File: config.mk
export PLATFORM = sky130hd
export DESIGN_NAME = bus_decoder_flat
export DESIGN_NICKNAME = d
export VERILOG_FILES = /design/src/rtl/bus_decoder_if.sv /design/src/rtl/bus_decoder.sv /design/src/flat_wrapper.sv
export SDC_FILE = /design/constraint.sdc
export NUM_CORES = 1
export LEC_CHECK = 0
export BUFFER_PORTS_ARGS = -buffer_cell sky130_fd_sc_hd__buf_2
export CAP_MARGIN = 20
export CORE_AREA = 3 3 40 42
export CTS_CLUSTER_SIZE = 24
export DETAILED_ROUTE_END_ITERATION = 12
export DIE_AREA = 0 0 43 45
export PLACE_DENSITY = 0.73
export SLEW_MARGIN = 10
export SYNTH_ARGS = -nofsm -noshare
export SYNTH_HDL_FRONTEND = slang
export SYNTH_SLANG_ARGS = --single-unit
File: constraint.sdc
create_clock -name clk -period 2.2 [get_ports clk]
set_input_delay 0.44 -clock clk [delete_from_list [all_inputs] [get_ports clk]]
set_output_delay 0.44 -clock clk [all_outputs]
set_load 0.02 [all_outputs]
File: src/rtl/bus_decoder_if.sv
// Host/device handshake bundle for bus_decoder. The slave modport is the decoder's
// view; the master modport drives the host request and the device responses.
interface bus_decoder_if #(
    parameter int SIZE      = 2,
    parameter int BUS_WIDTH = 32
);
    logic                 host_req;
    logic [BUS_WIDTH-1:0] host_addr;
    logic                 host_gnt;
    logic                 host_rvalid;
    logic                 host_err;
    logic [SIZE-1:0]      dev_req;
    logic [SIZE-1:0]      dev_gnt;
    logic [SIZE-1:0]      dev_rvalid;
    logic [SIZE-1:0]      selector;
    logic                 busy;

    modport slave (
        input  host_req, host_addr, dev_gnt, dev_rvalid,
        output host_gnt, host_rvalid, host_err, dev_req, selector, busy
    );

    modport master (
        output host_req, host_addr, dev_gnt, dev_rvalid,
        input  host_gnt, host_rvalid, host_err, dev_req, selector, busy
    );
endinterface

File: src/rtl/bus_decoder.sv
// Address decoder and single-outstanding response tracker for the peripheral bus.
// Define BUS_DECODER_TIMEOUT_EN to add a response timeout that returns an error.
module bus_decoder #(
    parameter int                             SIZE           = 2,
    parameter int                             BUS_WIDTH      = 32,
    parameter logic [SIZE-1:0][BUS_WIDTH-1:0] DEV_BASE       = {32'h8000_0000, 32'h0000_0000},
    parameter logic [SIZE-1:0][BUS_WIDTH-1:0] DEV_MASK       = {32'hFFFF_0000, 32'hFFF0_0000},
    parameter int                             TIMEOUT_CYCLES = 255
) (
    input  logic               clk,
    input  logic               rst,
    bus_decoder_if.slave       bus
);
    localparam int SEL_W = (SIZE > 1) ? $clog2(SIZE) : 1;

    typedef enum logic [1:0] {
        IDLE = 2'd0,
        RSP  = 2'd1,
        ERR  = 2'd2
    } state_t;

    state_t             state_reg;
    state_t             state_next;
    logic [SEL_W-1:0]   sel_reg;
    logic [SIZE-1:0]    hit;
    logic [SEL_W-1:0]   hit_idx;
    logic               any_hit;
    logic               rsp_valid;
    logic               timeout;

    generate
        for (genvar gi = 0; gi < SIZE; gi++) begin : g_hit
            assign hit[gi] = (bus.host_addr & DEV_MASK[gi]) == DEV_BASE[gi];
        end
        if (TIMEOUT_CYCLES < 1) begin : g_timeout_unset
        end
    endgenerate

    // Walk from the top so the lowest-index hit is the one left standing.
    always_comb begin
        hit_idx = '0;
        any_hit = 1'b0;
        for (int k = SIZE - 1; k >= 0; k--) begin
            if (hit[k]) begin
                hit_idx = SEL_W'(k);
                any_hit = 1'b1;
            end
        end
    end

    assign rsp_valid = (state_reg == RSP) && bus.dev_rvalid[sel_reg];

`ifdef BUS_DECODER_TIMEOUT_EN
    localparam int CNT_W = $clog2(TIMEOUT_CYCLES + 1);
    localparam logic [CNT_W-1:0] CNT_LAST = CNT_W'(TIMEOUT_CYCLES - 1);

    logic [CNT_W-1:0] cnt_reg;

    always_ff @(posedge clk) begin
        if (rst) begin
            cnt_reg <= '0;
        end else if (state_reg != RSP) begin
            cnt_reg <= '0;
        end else if (!rsp_valid) begin
            cnt_reg <= cnt_reg + 1'b1;
        end
    end

    // A response arriving in the expiry cycle takes precedence over the error.
    assign timeout = (state_reg == RSP) && !rsp_valid && (cnt_reg == CNT_LAST);
`else
    assign timeout = 1'b0;
`endif

    always_ff @(posedge clk) begin
        if (rst) begin
            state_reg <= IDLE;
            sel_reg   <= '0;
        end else begin
            state_reg <= state_next;
            if (state_reg == IDLE && bus.host_req && any_hit && bus.dev_gnt[hit_idx]) begin
                sel_reg <= hit_idx;
            end
        end
    end

    always_comb begin
        state_next = state_reg;
        case (state_reg)
            IDLE: begin
                if (bus.host_req) begin
                    if (!any_hit) begin
                        state_next = ERR;
                    end else if (bus.dev_gnt[hit_idx]) begin
                        state_next = RSP;
                    end
                end
            end
            RSP: begin
                if (rsp_valid || timeout) begin
                    state_next = IDLE;
                end
            end
            ERR:     state_next = IDLE;
            default: state_next = IDLE;
        endcase
    end

    // Everything is held quiet while rst is high, including the cycle it is sampled.
    always_comb begin
        bus.dev_req     = '0;
        bus.host_gnt    = 1'b0;
        bus.host_rvalid = 1'b0;
        bus.host_err    = 1'b0;
        bus.selector    = '0;
        bus.busy        = 1'b0;
        if (!rst) begin
            bus.busy = (state_reg != IDLE);
            case (state_reg)
                IDLE: begin
                    if (bus.host_req) begin
                        if (any_hit) begin
                            bus.dev_req[hit_idx] = 1'b1;
                            bus.host_gnt         = bus.dev_gnt[hit_idx];
                        end else begin
                            bus.host_gnt = 1'b1;
                        end
                    end
                end
                RSP: begin
                    bus.selector[sel_reg] = 1'b1;
                    bus.host_rvalid       = rsp_valid || timeout;
                    bus.host_err          = timeout;
                end
                ERR: begin
                    bus.host_rvalid = 1'b1;
                    bus.host_err    = 1'b1;
                end
                default: ;
            endcase
        end
    end
endmodule
File: src/flat_wrapper.sv
// flat-port wrapper written by rule: the top's interface ports become plain ports
module bus_decoder_flat 
#(
    parameter int                             SIZE           = 2,
    parameter int                             BUS_WIDTH      = 32,
    parameter logic [SIZE-1:0][BUS_WIDTH-1:0] DEV_BASE       = {32'h8000_0000, 32'h0000_0000},
    parameter logic [SIZE-1:0][BUS_WIDTH-1:0] DEV_MASK       = {32'hFFFF_0000, 32'hFFF0_0000},
    parameter int                             TIMEOUT_CYCLES = 255
)
  (clk, rst, bus_host_req, bus_host_addr, bus_dev_gnt, bus_dev_rvalid, bus_host_gnt, bus_host_rvalid, bus_host_err, bus_dev_req, bus_selector, bus_busy);
  bus_decoder_if #(.SIZE(SIZE), .BUS_WIDTH(BUS_WIDTH)) bus_i ();
  input  logic clk;
  input  logic rst;
  input wire logic [$bits(bus_i.host_req)-1:0] bus_host_req;
  input wire logic [$bits(bus_i.host_addr)-1:0] bus_host_addr;
  input wire logic [$bits(bus_i.dev_gnt)-1:0] bus_dev_gnt;
  input wire logic [$bits(bus_i.dev_rvalid)-1:0] bus_dev_rvalid;
  output wire logic [$bits(bus_i.host_gnt)-1:0] bus_host_gnt;
  output wire logic [$bits(bus_i.host_rvalid)-1:0] bus_host_rvalid;
  output wire logic [$bits(bus_i.host_err)-1:0] bus_host_err;
  output wire logic [$bits(bus_i.dev_req)-1:0] bus_dev_req;
  output wire logic [$bits(bus_i.selector)-1:0] bus_selector;
  output wire logic [$bits(bus_i.busy)-1:0] bus_busy;
  assign bus_i.host_req = bus_host_req;
  assign bus_i.host_addr = bus_host_addr;
  assign bus_i.dev_gnt = bus_dev_gnt;
  assign bus_i.dev_rvalid = bus_dev_rvalid;
  assign bus_host_gnt = bus_i.host_gnt;
  assign bus_host_rvalid = bus_i.host_rvalid;
  assign bus_host_err = bus_i.host_err;
  assign bus_dev_req = bus_i.dev_req;
  assign bus_selector = bus_i.selector;
  assign bus_busy = bus_i.busy;
  bus_decoder #(.SIZE(SIZE), .BUS_WIDTH(BUS_WIDTH), .DEV_BASE(DEV_BASE), .DEV_MASK(DEV_MASK), .TIMEOUT_CYCLES(TIMEOUT_CYCLES)) u_core (.clk(clk), .rst(rst), .bus(bus_i));
endmodule
* After elaboration in Yosys (flattened, before gate mapping) *
Index checks and enable logic that the tools add are counted.
W data, S select, Z words.

operators by class
  divide/modulo/power cells = 0
  equality and inequality tests = 6
  muxes and demuxes = 31
  $add $sub $neg = 0
  shift operators = 0
  magnitude comparators = 4
  reductions and logical operators = 10
  bitwise logic cells = 0
  $mul = 0

operators with widths
  kind                    count
  $logic_not A32 Y1       1
  $mux W2                 10
  $mux W1                 17
  $eq A16 B16 Y1 const B  1
  $logic_and A1 B1 Y1     6
  $lt A1 B2 Y1 const B    2
  $pmux W2 S2             1
  $ne A3 B3 Y1 const B    1
  $reduce_and A3 Y1       1
  $demux W1 S1            2
  $eq A2 B1 Y1 const B    1
  $eq A2 B2 Y1 const B    1
  $ge A1 B1 Y1 const B    2
  $logic_not A2 Y1        1
  $ne A2 B1 Y1 const B    1
  $ne A2 B2 Y1 const B    1
  $pmux W1 S2             1
  $reduce_bool A2 Y1      1

storage, ports and cells
  bits in writable memories = 0
  bits in latches = 0
  register bits = 3
  input bits = 39
  logic and storage cells = 53
  ROM bits = 0
  output and inout bits = 8
  memories kept = 0

* Depth between registers and ports, before layout *
Gate-level depths: netlist (run 1).

  depth in word-level cells = 11
  depth in mapped cells = 6

* Worst setup path before layout (run 1) *
OpenSTA, ideal clock, no wires.

  kind = input to output
  start point = in bus_host_addr[25]
  end point = out bus_dev_req[1]
  data required time = 1760 ps
  arrival = 1945 ps
  path slack = -185 ps
  stages on the path = 3
  cell sequence = or4_4 or3b_4 nor3_1

on the way
  word-level cells in the longest chain between the ends = 11

RTL lines
  item                                                                line                RTL
  start: declaration                                                  flat_wrapper.sv:15  input wire logic [$bits(bus_i.host_addr)-1:0] bus_host_addr;
  $eq A16 B16 Y1                                                      bus_decoder.sv:33   assign hit[gi] = (bus.host_addr & DEV_MASK[gi]) == DEV_BASE[gi];
  $mux W1 (2 in series)                                               bus_decoder.sv:44   if (hit[k]) begin
  $lt A1 B2 Y1 (not written as such) or $ge A1 B1 Y1 (tied branches)  bus_decoder.sv:123  bus.dev_req[hit_idx] = 1'b1;
  $logic_and A1 B1 Y1 (not written as such)                           bus_decoder.sv:123
  $mux W1 (not written as such)                                       bus_decoder.sv:123
  $demux W1 S1                                                        -
  $mux W2 *                                                           bus_decoder.sv:122  if (any_hit) begin
  $mux W2 *                                                           bus_decoder.sv:121  if (bus.host_req) begin
  $mux W2 *                                                           bus_decoder.sv:119  case (state_reg)
  $mux W2 *                                                           bus_decoder.sv:117  if (!rst) begin
  end: declaration                                                    flat_wrapper.sv:21  output wire logic [$bits(bus_i.dev_req)-1:0] bus_dev_req;

Every way passes the cells marked *; elsewhere a longest branch is shown, timed or not.

* Worst setup path after layout (run 1) *
  start point = in bus_host_addr[22]
  end point = out bus_host_gnt

on the way
  word-level cells in the longest chain between the ends = 9

RTL lines
  item                                         line                RTL
  $eq A16 B16 Y1                               bus_decoder.sv:33
  $mux W1 (2 in series)                        bus_decoder.sv:44
  $mux W1 (not written as such) (2 in series)  bus_decoder.sv:124  bus.host_gnt = bus.dev_gnt[hit_idx];
  $mux W1 *                                    bus_decoder.sv:122
  $mux W1 *                                    bus_decoder.sv:121
  $mux W1 *                                    bus_decoder.sv:119
  $mux W1 *                                    bus_decoder.sv:117
  end: declaration                             flat_wrapper.sv:18  output wire logic [$bits(bus_i.host_gnt)-1:0] bus_host_gnt;

Every way passes the cells marked *; elsewhere a longest branch is shown, timed or not. The select of a mux whose other input is x is not followed.

==> results of run 1 <==
-- layer usage --
layer | routed length [um] | global-route usage | part of all wire | vias up
li1 | - | - | - | 262
met1 | 462 | 0.161 | 0.40 | 226
met2 | 553 | 0.231 | 0.48 | 34
met3 | 118 | 0.0120 | 0.10 | 2
met4 | 17 | 0.0542 | 0.015 | 0
met5 | 0 | 0 | 0 | -
-- timing repair --
action | in CTS | in global routing
endpoints found under the setup margin | 3 | 3
gates resized for setup | 6 | 0
buffers inserted | 1 | 0
pin swaps | 5 | 0
endpoints found under the hold margin | 0 | 0
-- metrics by stage --
| step | hold slack [ps] | cells | setup WS, ps |
|---|---|---|---|
| global placement | 513 | 96 | -119 |
| global route | 448 | 101 | -91.3 |
| CTS | 436 | 101 | -57.5 |
| floorplan | 488 | 50 | -4.09 |
| detailed placement | 515 | 96 | -154 |
| finish | 445 | 101 | -61.7 |
-- worst max-delay path, stage by stage --
cell and delay, ps:
buf_6 90, or4_4 520, or3b_4 450, nor2_1 110, nor2_1 50, buf_4 160
-- power by group --
group | internal [mW] | switching, mW
clock network | 0.0681 | 0.0307
logic | 0.0332 | 0.0352
registers | 0.0563 | 0.000746
-- kinds of logic (layout without fill, tap and decap cells) --
kind of cell               Yosys count  in the layout  share of synthesized area
and+or+nand+nor                     26             26                      0.450
adders and majority gates            3              3                     0.0943
muxes                                2              2                     0.0503
buffers and inverters                6             42                     0.0566
AOI/OAI and AO/OA                   10             10                      0.198
DFF                                  3              3                      0.151
-- how the worst min path moves through the flow --
stage,from,slack (ps),endpoint,cells after the start
2_1_floorplan,u_core.sel_reg$_SDFFE_PP0P_,490,u_core.sel_reg$_SDFFE_PP0P_,2
3_3_place_gp,u_core.sel_reg$_SDFFE_PP0P_,510,u_core.sel_reg$_SDFFE_PP0P_,2
3_5_place_dp,u_core.sel_reg$_SDFFE_PP0P_,520,u_core.sel_reg$_SDFFE_PP0P_,2
4_1_cts,bus_dev_gnt[1],440,u_core.sel_reg$_SDFFE_PP0P_,2
5_1_grt,bus_dev_gnt[1],450,u_core.sel_reg$_SDFFE_PP0P_,2
6_report,bus_dev_gnt[1],440,u_core.sel_reg$_SDFFE_PP0P_,2
-- cell type report --
cell class	count	area [sq um]
clock buffer	4	26.3
fill	127	639
inverter	5	18.8
tap	15	18.8
multi-input combinational	41	332
timing repair buffer	33	190
sequential	3	60.1
-- cells in the mapped netlist (all sizes together) --
cell	n	area, sq um
ha	3	37.5
and3b	1	8.76
nor4	1	6.26
a31oi	1	6.26
nor2b	1	6.26
o32a	1	10.0
nor3	3	15.0
o21ai	1	5.00
o31a	1	8.76
o31ai	1	12.5
dfxtp	3	60.1
a2bb2oi	1	8.76
nand4bb	1	11.3
and4bb	1	12.5
nor3b	2	15.0
clkbuf	1	3.75
nor2	5	18.8
o2bb2ai	1	8.76
o41ai	1	8.76
inv	5	18.8
nand3b	1	7.51
or3	1	6.26
a21oi	2	10.0
or3b	1	11.3
nand4b	1	8.76
or4	2	22.5
nand2	2	7.51
mux2i	2	20.0
nand2b	2	12.5
nor4b	1	8.76
==> impl_metrics.toml, run 1 <==
[outcome]
status = "finished, violations left"
violations = "setup timing"

[global_routing]
grt_usage = 0.130
grt_overflow = 0
grt_pass1_vias = 488
grt_max_degree = 11
grt_pass1_wl_um = 1940
grt_antenna_before_repair = 0

[power_and_ir_drop]
power.density_nw_per_um2 = 347
ir_drop_v = 0.000158
p_leak_nw = 0.309
fin_total_pwr_mw = 0.224

[logic_synthesis]
synth_seq_cells = 3
syn_inst = 50
yosysUniqueCellTypes = 30
syn_nets = 92
syn_area_per_cell_sq_um = 7.96
yosysSeqAreaShare = 0.151
yosys_warnings = 0
syn_area_sq_um = 398

[routing]
drt_iter0_drc = 6
num_vias = 524
first_pass_iters = 4
drt_wl_total_um = 1150
vias_per_cell = 5.19
wl_per_cell_um = 11.4
antenna_left = 0
drc = 0

[setup_path]
worstSetupEndpoint = "bus_host_gnt"
regToRegEndpoint = "u_core.sel_reg$_SDFFE_PP0P_"
critPathRequiredTime_ps = 1760
path_max_fanout = 4
cp-end-kind = "output port"
criticalPathCategory = "in2out"
reg2reg_slack_ps = 740
reg2reg_depth = 6
r2r-start = "u_core.state_reg[0]$_SDFFE_PP0P_"
cp-startpoint = "bus_host_addr[22]"
arrival_ps = 1820
startpoint_type = "primary input"

[floorplanning]
core_sq_um = 1280
die_w_um = 43
dieHeight_um = 45
dieArea_sq_um = 1940
initial_utilization = 0.310
io_pins = 47
rows = 13

[placed_design]
io_buffers = 30
routabilityCongestion = 0.763
postPlaceCellArea_sq_um = 588
dp_hpwl_um = 932

[clock_network]
insertion_delay_ps = 240
cts_max_level = 1
numCtsBuffers = 3
cts_max_path_buffers = 2
clk_pin_slew_ps = 40
cts_tree = "done"
hold_buffers = 0
clock-sinks = 3
cts-root-buf = "clkbuf_4"

[sta]
setup_tns_ps = -126
rsz0062_at_grt = "true"
setup_ws_ps = -61.7
slew_headroom = 0.725
worst_pin_slew_ps = 409
hold_viol_final = 0
setup_viol = 3
fin_skew_ps = 7.54
layout_min_cycle_time_ps = 2260
slew_violations = 0
fmax_mhz = 442
min_period_over_period = 1.03

[cells_and_area]
utilization = 0.502
area_delta_synth_final_pct = 62.3
nets = 129
n_antenna_cell = 0
layout_common_cells = "buf_2, inv_1, nor2_1, buf_4"
largest_register_ff_count = 2
layout-drive-gt1-share = 0.500
final_common_cell = "buf_2"
finish.instance_area_sq_um = 646

[flow_run]
cap_violations = 0

[worst_hold_path]
min_path_type = "in2reg"
Note: power is estimated with default switching activity, not from simulation.
==> run 2, diff against run 1 <==
==> constraint.sdc (replaced) <==
create_clock -name clk -period 2.2 [get_ports clk]
set_input_delay 0.33 -clock clk [delete_from_list [all_inputs] [get_ports clk]]
set_output_delay 0.33 -clock clk [all_outputs]
set_load 0.02 [all_outputs]
==> impl_metrics.toml, run 2 (same netlist as run 1, synthesis figures left out) <==
[outcome]
status = "finished, final reports clean"

[placed_design]
io_buffers = 30
dp_cells = 96
dp_hpwl_um = 853
postPlaceCellArea_sq_um = 578
routabilityCongestion = 0.762

[cells_and_area]
layout_common_cells = "buf_2, inv_1, nor2_1"
nets = 127
final_common_cell = "buf_2"
n_antenna_cell = 0
nFillCells = 131
final_cells = 99
layout-drive-gt1-share = 0.488
area_delta_synth_final_pct = 52.5
finish.instance_area_sq_um = 607
largest_register_ff_count = 2

[sta]
whs_ps = 343
rsz0062_at_grt = "false"
slew_violations = 0
min_period_over_period = 0.961
setup_viol = 0
setup_tns_ps = 0
layout_min_cycle_time_ps = 2120
hold_viol_final = 0
slew_headroom = 0.701
worst_pin_slew_ps = 445
fmax_mhz = 473
fin_skew_ps = 1.03

[clock_network]
cts_max_path_buffers = 2
cts_tree = "done"
clock-sinks = 3
insertion_delay_ps = 230
numCtsBuffers = 3
clk_pin_slew_ps = 40
cts-root-buf = "clkbuf_4"
post_cts_buffers = 0
cts_max_level = 1

[setup_path]
critPathRequiredTime_ps = 1870
r2r-start = "u_core.state_reg[0]$_SDFFE_PP0P_"
startpoint_type = "primary input"
worstPathCellList = "buf_2 -> or4_4 -> or3b_4 -> nor3_2 -> buf_2"
cp_slowest_cell = "or4_4"
crit_top_cell = "buf_2"
cp-end-kind = "output port"
arrival_ps = 1790
worstPathBufferInverterCount = 2
criticalPathCategory = "in2out"
cp_top_family = "simple AND/OR/NAND/NOR gates"
cp-startpoint = "bus_host_addr[21]"
max_stage_delay_ps = 530
path_max_fanout = 5

[floorplanning]
core_sq_um = 1280
dieHeight_um = 45
initial_utilization = 0.310
rows = 13
dieArea_sq_um = 1940
io_pins = 47
die_w_um = 43

[power_and_ir_drop]
ir_drop_v = 0.000257
power.density_nw_per_um2 = 352
p_leak_nw = 0.283
fin_total_pwr_mw = 0.214

[worst_hold_path]
min_path_type = "in2reg"
min-delay-start = "bus_dev_gnt[1]"

[global_routing]
grt_pass1_wl_um = 1760
grt_antenna_before_repair = 0
grt_usage = 0.116
grt_pass1_vias = 445
grt_max_degree = 11
grt_overflow = 0

[routing]
vias_per_cell = 4.99
drt_wl_total_um = 1010
num_vias = 494
first_pass_iters = 4
drt_iter0_drc = 4
antenna_left = 0
drc = 0
wl_per_cell_um = 10.2

[flow_run]
cap_violations = 0
-- run 2: changes by cell type in the layout (fill, tap and decap cells not counted) --
cell / previous run / this run
nor2_1: 5 / 4
nor3_4: 1 / 0
buf_6: 2 / 0
nor2_2: 0 / 1
buf_4: 5 / 2
buf_2: 26 / 29
nor3_1: 1 / 2
-- run 2: layout make-up --
class                      count  area, sq um  share of cell area
multi-input combinational     41          323               0.532
timing repair buffer          31          160               0.264
sequential                     3         60.1              0.0990
clock buffer                   4         26.3              0.0433
inverter                       5         18.8              0.0309
tap                           15         18.8              0.0309
-- run 2: report_power, final --
group          internal [mW]  switching, mW  leakage, nW  total [mW]
combinational         0.0316         0.0318        0.244      0.0634
sequential            0.0563       0.000752       0.0244      0.0571
clock                 0.0678         0.0255       0.0150      0.0933
total                  0.156         0.0581        0.283       0.214
-- run 2: worst reg2reg max path: cells and delay by family, from the launching register on --
kind                     cells  cell delay, ps
AND/OR/NAND/NOR              1             350
adder cells (fa/ha/maj)      1             220
flip-flops                   1             300
AO/OA/AOI/OAI                2             260
buffers and inverters        2             190
-- run 2: timing repair --
action,4_1_cts,5_1_grt
resized for setup,0,3
hold buffers,0,0
endpoints found under the setup margin,0,2
hold endpoints to repair,0,0
-- run 2: final timing paths --
kind / endpoint / slack, ps / cells past startpoint
worst min register to register: u_core.sel_reg$_SDFFE_PP0P_ / 530 / 2
worst max-delay path: bus_dev_req[1] / 80 / 5
worst min-delay path: u_core.sel_reg$_SDFFE_PP0P_ / 340 / 2
worst max register to register: u_core.state_reg[0]$_SDFFE_PP0P_ / 790 / 6
-- run 2: routing by layer --
metal / track usage / vias to the layer above / wire length (um)
li1: - / 259 / -
met1: 0.151 / 204 / 444
met2: 0.195 / 31 / 443
met5: 0 / - / 0
met4: 0.0361 / 0 / 0
met3: 0.0239 / 0 / 120
-- run 2: through the flow --
step / util / setup WS (ps)
CTS: 0.470 / 35.0
global placement: 0.450 / 41.1
detailed placement: 0.450 / 36.8
floorplan: - / 35.4
finish: 0.472 / 84.9
global route: 0.472 / 30.3
